[config.mk]
export PLATFORM = sky130hd
export DESIGN_NAME = pwm_receiver_array
export DESIGN_NICKNAME = d
export VERILOG_FILES = /design/src/rtl/pwm_receiver_array.sv
export SDC_FILE = /design/constraint.sdc
export NUM_CORES = 1
export LEC_CHECK = 0
export BUFFER_PORTS_ARGS = -buffer_cell sky130_fd_sc_hd__buf_2
export CAP_MARGIN = 0
export CORE_ASPECT_RATIO = 1.4
export CORE_UTILIZATION = 62
export CTS_CLUSTER_SIZE = 30
export DETAILED_ROUTE_END_ITERATION = 10
export GPL_ROUTABILITY_DRIVEN = 0
export MAX_ROUTING_LAYER = met4
export PLACE_DENSITY = 0.79
export SKIP_LAST_GASP = 1
export SYNTH_ARGS = -nofsm -noshare
export SYNTH_HDL_FRONTEND = slang
export SYNTH_SLANG_ARGS = --single-unit
[constraint.sdc]
create_clock -name us_clk -period 3.2 [get_ports us_clk]
set_input_delay 0.8 -clock us_clk [delete_from_list [all_inputs] [get_ports us_clk]]
set_output_delay 0.8 -clock us_clk [all_outputs]
set_load 0.005 [all_outputs]
[src/rtl/pwm_receiver_array.sv]
// pwm_receiver_array: multi-channel RC PWM capture with plausibility check, saturating mapping and loss-of-signal failsafe.
module pwm_receiver_array #(
  parameter int NUM_CHANNELS  = 6,
  parameter int VAL_WIDTH     = 8,
  parameter int CNT_WIDTH     = 16,
  parameter int MIN_PULSE_US  = 1000,
  parameter int PULSE_SHIFT   = 2,
  parameter int REJECT_MIN_US = 800,
  parameter int REJECT_MAX_US = 2500,
  parameter int TIMEOUT_US    = 25000,
  parameter int FAILSAFE_VAL  = 0
) (
  input  logic                              us_clk,
  input  logic                              reset,
  input  logic [NUM_CHANNELS-1:0]           pwm_in,
  output logic [NUM_CHANNELS*VAL_WIDTH-1:0] value_out,
  output logic [NUM_CHANNELS-1:0]           update_strobe,
  output logic [NUM_CHANNELS-1:0]           channel_valid,
  output logic                              all_valid
);
  typedef enum logic [1:0] {WAIT_LOW, ARMED, HIGH} state_t;
  localparam logic [CNT_WIDTH-1:0] ONE       = CNT_WIDTH'(1);
  localparam logic [CNT_WIDTH-1:0] REJ_MIN   = CNT_WIDTH'(REJECT_MIN_US);
  localparam logic [CNT_WIDTH-1:0] REJ_MAX   = CNT_WIDTH'(REJECT_MAX_US);
  localparam logic [CNT_WIDTH-1:0] HI_SAT    = CNT_WIDTH'(REJECT_MAX_US + 1);
  localparam logic [CNT_WIDTH-1:0] MIN_PULSE = CNT_WIDTH'(MIN_PULSE_US);
  localparam logic [CNT_WIDTH-1:0] TMO       = CNT_WIDTH'(TIMEOUT_US);
  localparam logic [CNT_WIDTH-1:0] TMO_M1    = CNT_WIDTH'(TIMEOUT_US - 1);
  localparam logic [VAL_WIDTH-1:0] SAFE      = VAL_WIDTH'(FAILSAFE_VAL);
  if (NUM_CHANNELS < 1 || NUM_CHANNELS > 8 || VAL_WIDTH >= CNT_WIDTH || TIMEOUT_US < 1 ||
      longint'(TIMEOUT_US) >= (longint'(1) << CNT_WIDTH) ||
      longint'(REJECT_MAX_US) + 1 >= (longint'(1) << CNT_WIDTH)) begin : g_bad_params
    $error("pwm_receiver_array: CNT_WIDTH too narrow or parameter out of range");
  end
  // Synchronisers read 0 for two cycles after reset; hold WAIT_LOW until they carry real samples.
  logic [1:0] settle;
  always_ff @(posedge us_clk) settle <= reset ? 2'b00 : {settle[0], 1'b1};
  always_ff @(posedge us_clk) all_valid <= reset ? 1'b0 : &channel_valid;
  for (genvar i = 0; i < NUM_CHANNELS; i++) begin : g_ch
    logic s1, s2, s3, rise, fall, accept, expire;
    state_t state, state_nxt;
    logic [CNT_WIDTH-1:0] hi_cnt, to_cnt, shifted;
    logic [VAL_WIDTH-1:0] val, mapped;
    always_ff @(posedge us_clk)
      {s3, s2, s1} <= reset ? 3'b000 : {s2, s1, pwm_in[i]};
    always_ff @(posedge us_clk)
      state <= reset ? WAIT_LOW : state_nxt;
    always_comb
      state_nxt = (state == WAIT_LOW) ? ((settle[1] && !s2) ? ARMED : WAIT_LOW) :
                  (state == ARMED)    ? (rise ? HIGH : ARMED) :
                  (state == HIGH)     ? (fall ? ARMED : HIGH) : WAIT_LOW;
    always_comb begin
      rise    = s2 & ~s3;
      fall    = ~s2 & s3;
      accept  = (state == HIGH) && fall && (hi_cnt >= REJ_MIN) && (hi_cnt <= REJ_MAX);
      expire  = to_cnt >= TMO_M1;
      shifted = (hi_cnt - MIN_PULSE) >> PULSE_SHIFT;
      mapped  = (hi_cnt < MIN_PULSE) ? '0 : (|(shifted >> VAL_WIDTH)) ? '1 : shifted[VAL_WIDTH-1:0];
    end
    always_ff @(posedge us_clk)
      if (reset) hi_cnt <= '0;
      else if (state == ARMED && rise) hi_cnt <= ONE;
      else if (state == HIGH && s2 && hi_cnt != HI_SAT) hi_cnt <= hi_cnt + ONE;
    always_ff @(posedge us_clk)
      if (reset || accept) to_cnt <= '0;
      else if (to_cnt != TMO) to_cnt <= to_cnt + ONE;
    // An accept landing on the expiry cycle wins, so the channel never blinks invalid.
    always_ff @(posedge us_clk)
      if (reset) begin
        val              <= SAFE;
        channel_valid[i] <= 1'b0;
        update_strobe[i] <= 1'b0;
      end else begin
        update_strobe[i] <= accept;
        if (accept) begin
          val              <= mapped;
          channel_valid[i] <= 1'b1;
        end else if (expire) begin
          val              <= SAFE;
          channel_valid[i] <= 1'b0;
        end
      end
    assign value_out[i*VAL_WIDTH +: VAL_WIDTH] = val;
  end
endmodule

# Word-level counts from Yosys, hierarchy flattened
# Index checks and enable logic that the tools add are counted.
[word_totals]
ff_bits = 285
input_bits = 8
[op_classes]
n_addsub = 18
mux = 85
bitwise = 24
eq_ne = 24
n_reduce_logical = 85
order_cmp = 24
[op_table]
columns = ["op", "count"]
rows = [
  ["adder 16 x 1 -> 16 bit (second input constant)", 12],
  ["2-to-1 mux 8 bit", 24],
  [">= comparator 16 x 10 -> 1 bit (second input constant)", 6],
  [">= comparator 16 x 15 -> 1 bit (second input constant)", 6],
  ["less-or-equal comparator 16 x 12 -> 1 bit (second input constant)", 6],
  ["< comparator 16 x 10 -> 1 bit (second input constant)", 6],
  ["!= test 16 x 12 -> 1 bit (second input constant)", 6],
  ["!= test 16 x 15 -> 1 bit (second input constant)", 6],
  ["subtractor 16 x 10 -> 16 bit (second input constant)", 6],
  ["2-to-1 mux 2 bit", 30],
  ["logical AND 1 bit", 42],
  ["OR reduction 6 bit", 6],
  ["2-to-1 mux 1 bit", 31],
  ["nonzero test 2 bit", 12],
  ["bitwise AND 1 bit", 12],
  ["== test 2 x 1 -> 1 bit (second input constant)", 6],
  ["== test 2 bit (second input constant)", 6],
  ["logical NOT 2 bit", 6],
  ["NOT 1 bit", 12],
  ["OR reduction 2 bit", 6],
  ["logical NOT 1 bit", 6],
  ["logical OR 1 bit", 6],
  ["AND reduction 6 bit", 1],
]

# Logic depth before layout (Yosys ltp)
# Gate-level depths: netlist (run 1).
[depth]
ltp_word = 6
mapped_depth = 9
ltp_nobuf = 8

# Least setup slack after synthesis (run 1)
# No wires, ideal clock.
[synth_path]
path_kind = "register -> register"
start = "reg g_ch[3].hi_cnt[3]"
end = "reg g_ch[3].val[1]"
t_required_ps = 3086
path_stages_with_launch = 9
path_buffers = 0
t_arrival_ps = 2179
period_less_slack_ps = 2293
path_slack_ps = 907
setup_time_ps = 114
path_cell_list = "dfxtp_1 > inv_1 > ha_1 > or3b_2 > a2111oi_0 > a31oi_1 > nor4b_4 > a21oi_1 > a21o_1"
[synth_via]
elab_chain_cells = 5
elab_cells_between_ends = 11
cone_classes = "add/sub (1); order compare (3); mux (3); reduce/logical (4)"
[synth_lines]
columns = ["item", "line_no", "rtl"]
rows = [
  ["start, declared", "42", "logic [CNT_WIDTH-1:0] hi_cnt, to_cnt, shifted;"],
  ["start signal, assigned", "63", "else if (state == HIGH && s2 && hi_cnt != HI_SAT) hi_cnt <= hi_cnt + ONE;"],
  ["subtractor 16 x 10 -> 16 bit", "57", "shifted = (hi_cnt - MIN_PULSE) >> PULSE_SHIFT;"],
  ["OR reduction 6 bit", "58", "mapped = (hi_cnt < MIN_PULSE) ? '0 : (|(shifted >> VAL_WIDTH)) ? '1 : shifted[VAL_WIDTH-1:0];"],
  ["2-to-1 mux 8 bit (2 in a row)", "58", ""],
  ["2-to-1 mux 8 bit", "75", "if (accept) begin"],
  ["end signal, assigned", "76", "val <= mapped;"],
  ["end, declared", "43", "logic [VAL_WIDTH-1:0] val, mapped;"],
]
# Several ways; a longest one is shown, not always the timed one.
# A chain may end at the register's enable or synchronous reset.

# Final worst setup path (run 1)
[layout_path]
start = "reg g_ch[3].hi_cnt[3]"
end = "reg g_ch[3].val[3]"
# The elaborated chain is that of the path after synthesis.

==> results.json, run 1 <==
{
  "status": "finished, final reports clean",
  "cts.hold.buffers_added": 0,
  "overflow": 0,
  "setup_viol": 0,
  "startpoint_type": "flip-flop",
  "rsz0062_at_grt": "no",
  "die-area_um2": 22600,
  "seq_area_frac_synth_pct": 41.8,
  "port_buffers": 68,
  "slew_violations": 0,
  "synth_common_cells": "dfxtp_1 (285), nor2_1 (274), nand2_1 (143)",
  "p_per_area_nw_per_um2": 488,
  "syn_nets": 1663,
  "hold_slack_ns": 0.435,
  "grt_max_degree": 60,
  "antenna_found_initial": 0,
  "slowest_delay_ns": 0.47,
  "synth_area_um2": 13600,
  "min_path_type": "flip-flop to flip-flop",
  "cts_setup_buffers": 0,
  "clock_path_buffers": 3,
  "clk_pin_slew_ns": 0.06,
  "ant_nets": 0,
  "tritoncts": "yes",
  "finalClockSkew_ns": 0.0110,
  "min_period_ns": 2.52,
  "antenna_cells": 0,
  "synth_cell_types": 69,
  "numCtsBuffers": 28,
  "drc": 0,
  "fillers": 1709,
  "max_freq_ghz": 0.397,
  "cap_violations": 0,
  "synth_area_leaders": "dfxtp_1 (42%), xor2_1 (7.6%), nor2_1 (7.5%)",
  "cts.sinks": 285,
  "cts_resized": 0,
  "initial_core_util_pct": 63.8,
  "critPathArrivalTime_ns": 2.95,
  "synth_top_cell_by_area": "dfxtp_1",
  "avgSynthCellArea_um2": 8.46,
  "period_share_pct": 78.8,
  "crit_type": "flip-flop to flip-flop",
  "cp_cell_sequence": "inv_1 -> ha_1 -> or3b_2 -> a2111oi_0 -> a31oi_1 -> nor4b_4 -> a21oi_1 -> a21o_1",
  "dominantRegCellSynth": "dfxtp_1",
  "avgViaCountPerCell": 5.61,
  "netlist.area_leader.share_pct": 41.8,
  "crit_path_top_delay_cell": "nor4b_4",
  "io_pins": 69,
  "critPathCaptureType": "flip-flop",
  "drt_wl_total_um": 27600,
  "vias": 11000,
  "synth_cells": 1613,
  "finalSetupTns_ns": 0,
  "vdd_drop_max_mv": 0.528,
  "synth_edf_count": 0,
  "yosys_warnings": 0,
  "worstMarginPinSlew_ns": 0.869,
  "grt_pass1_wl_um": 46500,
  "async_reset_ff_share_pct": 0,
  "htree_levels": 1,
  "regArea_um2": 5710,
  "die_w_um": 127,
  "final_hold_viol_count": 0,
  "drt-wirelength-per-cell_um": 14.1,
  "coreArea_um2": 21400,
  "grt_pass1_vias": 10500,
  "crit_family": "simple AND/OR/NAND/NOR gates",
  "power.leakage_nw": 5.79,
  "die_h_um": 177,
  "clk_latency_ns": 0.53,
  "final_layout_size_suffix_gt1_share_pct": 9.04,
  "rows": 63,
  "cts_root_buf": "clkbuf_16",
  "nets": 1699,
  "slew_headroom_pct": 41.9,
  "first_pass_iters": 7,
  "drtIter0Drc": 590,
  "syn2layout_area_growth_pct": 11.1,
  "path_buf_inv": 1,
  "critPathMaxFanout": 7,
  "worstPathRequired_ns": 3.63,
  "yosysMostFrequentCell": "dfxtp_1",
  "multi_input_area_um2": 7460,
  "dp_hpwl_um": 18900,
  "ys_ff_latch": 285,
  "groute.usage.overall_pct": 25.2
}
## layer usage
metal,up-vias,part of all wire (%),global-route usage (%)
li1,5582,-,-
met1,5172,43,28.2
met2,210,51,46.3
met3,42,4.0,3.20
met4,0,1.9,7.54
met5,-,0,-
## state kept, by name (all words and copies together) (netlist names)
signal,count
update_strobe,6
g_ch.s3,6
settle,2
all_valid,1
g_ch.val,48
g_ch.state,12
channel_valid,6
g_ch.hi_cnt,96
g_ch.s1,6
g_ch.to_cnt,96
g_ch.s2,6
## cell families (layout without fill, tap and decap cells)
kind of cell / count (synthesis) / after routing / share of synthesized area, %
DFF: 285 / 285 / 41.8
and+or+nand+nor: 757 / 757 / 27.6
buffers and inverters: 122 / 179 / 3.43
xor gates and xnor gates: 197 / 197 / 12.7
muxes: 1 / 1 / 0.0734
AOI/OAI and AO/OA: 209 / 209 / 10.6
adders and majority gates: 42 / 42 / 3.85
## per-stage QoR
step / instances / area, um^2 / util [%] / power (W) / setup slack (ns)
after floorplan: 1613 / 13600 / - / 0.00383 / 0.907
after global placement: 1911 / 14100 / 66.2 / 0.00388 / 0.755
after detailed placement: 1911 / 14100 / 66.2 / 0.00388 / 0.701
after CTS: 1962 / 15200 / 71.0 / 0.00745 / 0.678
after global routing: 1962 / 15200 / 71.0 / 0.00764 / 0.463
final: 1962 / 15200 / 71.0 / 0.00739 / 0.679
## cells in the final DEF (no fill, tap or decap), types with 7 or more instances in the layout
cell type,count
dfxtp_1,285
nor2_1,274
nand2_1,143
xor2_1,119
xnor2_1,78
nand3_1,68
buf_2,68
a21oi_1,64
inv_1,54
nand4_1,46
ha_1,42
o21ai_0,39
nor2b_1,33
a22o_1,32
and3_1,29
clkbuf_16,29
nor3_1,24
nor4_1,16
nand2b_1,16
or3_1,15
nand3b_1,13
and4_1,12
or4_1,10
and2_1,10
or2_2,10
and3b_1,8
a21o_1,8
a32o_1,8
a31oi_1,7
## worst paths after layout
| check | depth (start not counted) | end | start | slack, ns |
|---|---|---|---|---|
| setup / recovery | 8 | g_ch[3].val[3] | g_ch[3].hi_cnt[3] | 0.68 |
| hold / removal | 1 | g_ch[1].s2 | g_ch[1].s1 | 0.44 |
| setup reg to reg | 8 | g_ch[3].val[3] | g_ch[3].hi_cnt[3] | 0.68 |
| hold reg to reg | 1 | g_ch[1].s2 | g_ch[1].s1 | 0.44 |
## report_power, final
group          total (W)  switching, W  internal (W)
clock            0.00359       0.00136       0.00223
combinational   0.000182      0.000117     0.0000645
sequential       0.00362     0.0000393       0.00358
## worst register-to-register path: cells and delay by family (launching register included)
family          cells  cell delay, ns
flops               1            0.43
fa+ha+maj           1            0.24
buf+inv             1            0.11
compound gates      4            0.73
simple gates        2            0.92
## final cells by class
class	count	share of cell area (%)
Clock buffer	37	5.25
Clock inverter	14	1.49
Inverter	54	1.34
Multi-Input combinational cell	1206	49.2
Sequential cell	285	37.6
Tap cell	292	2.41
Timing Repair Buffer	74	2.63
Note: power is estimated with default switching activity, not from simulation.
==> run 2: changes to the inputs <==
--- a/config.mk
+++ b/config.mk
@@ -5,15 +5,16 @@
 export SDC_FILE = /design/constraint.sdc
 export NUM_CORES = 1
 export LEC_CHECK = 0
+export ABC_AREA = 1
 export BUFFER_PORTS_ARGS = -buffer_cell sky130_fd_sc_hd__buf_2
 export CAP_MARGIN = 0
 export CORE_ASPECT_RATIO = 1.4
-export CORE_UTILIZATION = 62
+export CORE_UTILIZATION = 56
 export CTS_CLUSTER_SIZE = 30
 export DETAILED_ROUTE_END_ITERATION = 10
 export GPL_ROUTABILITY_DRIVEN = 0
 export MAX_ROUTING_LAYER = met4
-export PLACE_DENSITY = 0.79
+export PLACE_DENSITY = 0.74
 export SKIP_LAST_GASP = 1
 export SYNTH_ARGS = -nofsm -noshare
 export SYNTH_HDL_FRONTEND = slang
==> constraint.sdc (replaced) <==
create_clock -name us_clk -period 2.15 [get_ports us_clk]
set_input_delay 0.5375 -clock us_clk [delete_from_list [all_inputs] [get_ports us_clk]]
set_output_delay 0.5375 -clock us_clk [all_outputs]
set_load 0.005 [all_outputs]
==> run 2 against run 1 <==
Against the previous run: core utilization fell by 7.2 points; highest routed layer unchanged; routed wire length rose by 32%; maximum frequency rose by 26%; clock skew rose by 0.0064 ns; largest power group is now clock; non-clock buffer count rose by 24; power rose by 51%; setup slack got worse by 0.53 ns.
==> results.json, run 2 <==
{
  "internal-power_w": 0.00878,
  "p_per_area_nw_per_um2": 634,
  "vdd_drop_max_mv": 0.531,
  "power.leakage_nw": 6.67,
  "critPathCaptureType": "flip-flop",
  "antenna_cells": 0,
  "max_freq_ghz": 0.500,
  "cts.sinks": 285,
  "yosys_warnings": 0,
  "die-area_um2": 28900,
  "io_pins": 69,
  "finalSetupTns_ns": 0,
  "switching_share_pct": 21.5,
  "final_layout_size_suffix_gt1_share_pct": 10.3,
  "p_switching_w": 0.00240,
  "min_path_type": "primary input to flip-flop",
  "die_w_um": 144,
  "synth_edf_count": 0,
  "clock_path_buffers": 3,
  "avgSynthCellArea_um2": 6.88,
  "avgViaCountPerCell": 5.43,
  "synth_common_cells": "nand2_1 (494), dfxtp_1 (285), inv_1 (271)",
  "crit_type": "flip-flop to flip-flop",
  "power_frac_seq_pct": 48.2,
  "drt-wirelength-per-cell_um": 13.2,
  "port_buffers": 68,
  "netlist.area_leader.share_pct": 36.1,
  "dp_hpwl_um": 27000,
  "clkPwrFrac_pct": 49.2,
  "synth-compound-area-share_pct": 10.6,
  "overflow": 0,
  "startpoint_type": "flip-flop",
  "die_h_um": 201,
  "clk_pin_slew_ns": 0.07,
  "synth.area.mux_share_pct": 0,
  "syn_nets": 2349,
  "setup_slack_ns": 0.150,
  "dominantRegCellSynth": "dfxtp_1",
  "final_cell_mix": "nand2_1 (494), dfxtp_1 (285), inv_1 (271), nor2_1 (238), a21oi_1 (213)",
  "yosysMostFrequentCell": "nand2_1",
  "tritoncts": "yes",
  "nets": 2418,
  "grt_pass1_wl_um": 62800,
  "finalPower_w": 0.0112,
  "cts_setup_buffers": 0,
  "async_reset_ff_share_pct": 0,
  "synthAdderAreaFrac_pct": 3.32,
  "synth_simple_gate_area_share_pct": 34.9,
  "syn2layout_area_growth_pct": 11.6,
  "vias": 15000,
  "fillers": 2520,
  "rsz0062_at_grt": "no",
  "slew_headroom_pct": 58.9,
  "p_comb_share_pct": 2.6,
  "fin_cells": 2761,
  "critPathMaxFanout": 8,
  "slew_violations": 0,
  "ant_nets": 0,
  "critPathArrivalTime_ns": 2.49,
  "status": "finished, final reports clean",
  "final_common_cell": "nand2_1",
  "period_share_pct": 93.0,
  "grt_pass1_vias": 14600,
  "preCtsSetupSlack_ns": 0.161,
  "synth_xor_area_share_pct": 6.59,
  "cap_violations": 0,
  "worstMarginPinSlew_ns": 0.611,
  "clk_latency_ns": 0.56,
  "synth_area_leaders": "dfxtp_1 (36%), nand2_1 (12%), a21oi_1 (6.7%)",
  "groute.usage.overall_pct": 26.5,
  "synth_top_family_by_area": "simple AND/OR/NAND/NOR gates",
  "rows": 72,
  "grt_max_degree": 30,
  "drt_wl_total_um": 36400,
  "antenna_found_initial": 0,
  "numCtsBuffers": 29,
  "synth_area_um2": 15800,
  "finalClockSkew_ns": 0.0174,
  "drc": 0,
  "cts_root_buf": "clkbuf_16",
  "setup_viol": 0,
  "reg_top3": "g_ch.hi_cnt x96, g_ch.to_cnt x96, g_ch.val x48",
  "synth_cell_types": 50,
  "drtIter0Drc": 742,
  "seq_area_frac_synth_pct": 36.1,
  "htree_levels": 1,
  "synth_top_cell_by_area": "dfxtp_1",
  "coreArea_um2": 27700,
  "final_hold_viol_count": 0,
  "initial_core_util_pct": 57.2,
  "ys_ff_latch": 285,
  "worstPathRequired_ns": 2.64,
  "placed_cells": 2707,
  "first_pass_iters": 8,
  "synth_cells": 2299,
  "min_period_ns": 2.00
}
==> run 2: cell count changes in the layout (fill, tap and decap cells not counted), moves of 29 or more <==
cell,change
a22o_1,-32
nor2b_1,-33
nand3_1,+139
nand4_1,+29
nand2_1,+351
xnor2_1,-61
a21oi_1,+149
nor2_1,-36
inv_1,+217
nor3_1,+43
==> run 2: timing repair <==
item | CTS | global route
setup endpoints to repair | 0 | 16
hold buffers | 0 | 0
resized for setup | 0 | 8
==> run 2: final cells by class <==
class                      instances  area (um^2)  area share (%)
timing repair buffer              98          581            3.29
clock inverter                    17          256            1.45
clock buffer                      37          796            4.51
tap                              370          463            2.62
multi-input combinational       1678         8800            49.9
inverter                         276         1040            5.87
sequential                       285         5710            32.3
==> run 2: power by group through the flow <==
stage	registers (W)	clock network (W)	logic [W]
after detailed placement	0.00551	0	0.000292
after CTS	0.00539	0.00563	0.000293
after global placement	0.00550	0	0.000281
final	0.00539	0.00550	0.000290
after floorplan	0.00550	0	0.000216
after global routing	0.00540	0.00584	0.000332
==> run 2: critical path, stage by stage, from the launching register on <==
cell     delay (ns)
dfxtp_1        0.49
inv_1          0.13
ha_1           0.26
nor2_1         0.25
inv_1          0.12
a21oi_1        0.16
nor2_1         0.06
nand2_1        0.10
nor2_4         0.07
o21ai_0        0.10
nand2_1        0.08
a21oi_1        0.11
==> run 2: path summary, 6_finish.rpt <==
check	startpoint	end	slack [ns]	cells after the start
max	g_ch[4].hi_cnt[3]	g_ch[4].val[5]	0.15	11
min	pwm_in[0]	g_ch[0].s1	0.18	3
max reg2reg	g_ch[4].hi_cnt[3]	g_ch[4].val[5]	0.15	11
min reg2reg	g_ch[5].s1	g_ch[5].s2	0.41	2
==> run 2: per-stage QoR <==
| step | instance area (um^2) | hold WS (ns) | utilization, % |
|---|---|---|---|
| after floorplan | 15800 | 0.388 | - |
| after global placement | 16500 | 0.393 | 59.8 |
| after detailed placement | 16500 | 0.395 | 59.8 |
| after CTS | 17600 | 0.152 | 63.6 |
| after global routing | 17600 | 0.159 | 63.8 |
| final | 17600 | 0.176 | 63.8 |
==> run 2: metal layers <==
| metal | vias to the layer above | global-route usage (%) | share of wire (%) |
|---|---|---|---|
| met2 | 365 | 48.5 | 52 |
| li1 | 7636 | - | - |
| met5 | - | - | 0 |
| met3 | 119 | 3.10 | 3.7 |
| met1 | 6884 | 28.1 | 41 |
| met4 | 0 | 11.2 | 3.4 |
==> run 2: logic make-up after synthesis <==
kind of cell,count (synthesis)
compound gates,315
flops,285
buf+inv,336
xor+xnor,119
simple gates,1202
fa+ha+maj,42
==> run 3: changes to the inputs <==
--- a/config.mk
+++ b/config.mk
@@ -6,12 +6,12 @@
 export NUM_CORES = 1
 export LEC_CHECK = 0
 export ABC_AREA = 1
-export BUFFER_PORTS_ARGS = -buffer_cell sky130_fd_sc_hd__buf_2
 export CAP_MARGIN = 0
 export CORE_ASPECT_RATIO = 1.4
-export CORE_UTILIZATION = 56
+export CORE_UTILIZATION = 58
 export CTS_CLUSTER_SIZE = 30
 export DETAILED_ROUTE_END_ITERATION = 10
+export DONT_BUFFER_PORTS = 1
 export GPL_ROUTABILITY_DRIVEN = 0
 export MAX_ROUTING_LAYER = met4
 export PLACE_DENSITY = 0.74
==> run 3 against run 2 <==
Against the previous run: sequential power about the same; die area down 3.4%; largest cell class unchanged; global-route usage about the same; setup slack better by 0.070 ns; first-iteration DRC count down 30%; cell area down 2.4%; critical path depth down 5; clock power down 0.7%; register-to-register slack better by 0.07 ns; critical path type unchanged.
==> results.json, run 3 (synthesis results as in run 2) <==
{
  "placed_cells": 2628,
  "status": "finished, final reports clean",
  "antenna_cells": 0,
  "p_per_area_nw_per_um2": 644,
  "drt-wirelength-per-cell_um": 13.1,
  "crit_path_top_delay_cell": "a21boi_1",
  "r2r_slack_ns": 0.22,
  "initial_core_util_pct": 58.9,
  "port_buffers": 0,
  "slew_violations": 0,
  "final_cell_mix": "nand2_1 (494), dfxtp_1 (284), inv_1 (271), nor2_1 (238), a21oi_1 (213)",
  "clk_pin_slew_ns": 0.07,
  "die_h_um": 197,
  "groute.usage.overall_pct": 26.5,
  "cts_resized": 0,
  "grt_max_degree": 96,
  "vdd_drop_max_mv": 0.604,
  "first_pass_iters": 5,
  "cts.hold.buffers_added": 0,
  "critPathArrivalTime_ns": 2.44,
  "rr_worst_depth": 6,
  "crit_type": "flip-flop to flip-flop",
  "antenna_found_initial": 0,
  "crit_end": "g_ch[0].val[6]",
  "final_layout_size_suffix_gt1_share_pct": 7.46,
  "power.leakage_nw": 6.26,
  "htree_levels": 1,
  "rows": 71,
  "numCtsBuffers": 30,
  "worstPathRequired_ns": 2.66,
  "r2r-start": "g_ch[0].to_cnt[0]",
  "syn2layout_area_growth_pct": 8.87,
  "grt_pass1_wl_um": 61100,
  "period_share_pct": 89.8,
  "final_hold_viol_count": 0,
  "r2r-end": "g_ch[0].val[6]",
  "slowest_delay_ns": 0.71,
  "worstMarginPinSlew_ns": 0.878,
  "die-area_um2": 27900,
  "fillers": 2459,
  "startpoint_type": "flip-flop",
  "setup_viol": 0,
  "reg_top3": "g_ch.hi_cnt x96, g_ch.to_cnt x96, g_ch.val x48",
  "drc": 0,
  "avgViaCountPerCell": 5.39,
  "min_period_ns": 1.93,
  "io_pins": 69,
  "fin_cells": 2684,
  "dp_hpwl_um": 25800,
  "ant_nets": 0,
  "cts.sinks": 285,
  "critPathMaxFanout": 9,
  "tritoncts": "yes",
  "cts_setup_buffers": 0,
  "cp_cell_sequence": "ha_1 -> a21oi_1 -> o21ai_0 -> a21boi_1 -> nand3_1 -> a21oi_1",
  "clk_latency_ns": 0.57,
  "clock_path_buffers": 3,
  "finalClockSkew_ns": 0.0146,
  "max_freq_ghz": 0.518,
  "final_common_cell": "nand2_1",
  "finalSetupTns_ns": 0,
  "worstSetupStartpoint": "g_ch[0].to_cnt[0]",
  "grt_pass1_vias": 13900,
  "cap_violations": 0,
  "vias": 14500,
  "die_w_um": 142,
  "coreArea_um2": 26800,
  "min_path_type": "primary input to flip-flop",
  "nets": 2345,
  "overflow": 0,
  "crit_top_cell": "a21oi_1",
  "slew_headroom_pct": 41.4,
  "drt_wl_total_um": 35100,
  "critPathCaptureType": "flip-flop",
  "drtIter0Drc": 516,
  "cts_root_buf": "clkbuf_16",
  "hold_slack_ns": 0.0325
}
==> run 3: how the worst min path moves through the flow <==
stage	start	end	slack (ns)	depth (start not counted)
finish	reset	update_strobe[0]	0.03	1
global route	reset	g_ch[0].val[6]	0.02	1
CTS	reset	g_ch[0].val[7]	0.006	1
detailed placement	settle[0]	settle[1]	0.39	2
global placement	settle[0]	settle[1]	0.39	2
floorplan	g_ch[0].s1	g_ch[0].s2	0.39	2
==> run 3: layout make-up <==
class                      count  area, um^2  area share (%)
sequential                   285        5710            33.2
tap                          365         457            2.65
multi-input combinational   1678        8780            51.0
clock buffer                  43         891            5.18
clock inverter                13         161           0.938
timing repair buffer          24         180            1.05
inverter                     276        1040            6.02
==> run 3: stage by stage <==
step | area, um^2 | setup slack (ns) | total power, W | util [%]
final | 17200 | 0.219 | 0.0111 | 64.2
after global placement | 16100 | 0.252 | 0.00574 | 60.2
after floorplan | 15800 | 0.397 | 0.00571 | -
after CTS | 17200 | 0.204 | 0.0112 | 64.1
after global routing | 17200 | -0.00160 | 0.0115 | 64.2
after detailed placement | 16100 | 0.210 | 0.00575 | 60.2
==> run 3: per-layer routing <==
metal  routed length (um)  part of all wire, %  GRT usage (%)  up-vias
met4                 1140                  3.2           10.2        0
met5                    0                    0              -        -
li1                     -                    -              -     7506
met2                17600                   50           47.2      296
met3                 1420                  4.0           3.25      101
met1                15000                   43           30.0     6573
==> run 3: worst max-delay path, delay by kind of cell (launching register included) <==
kind	cells	cell delay [ns]
AOI/OAI and AO/OA	4	1.14
adders and majority gates	1	0.26
DFF	1	0.34
and+or+nand+nor	1	0.15
==> run 3: power breakdown <==
group | internal, W | switching [W] | leakage (nW)
logic | 0.0000842 | 0.000163 | 3.45
registers | 0.00534 | 0.0000545 | 2.30
clock network | 0.00325 | 0.00221 | 0.511
total | 0.00867 | 0.00242 | 6.26
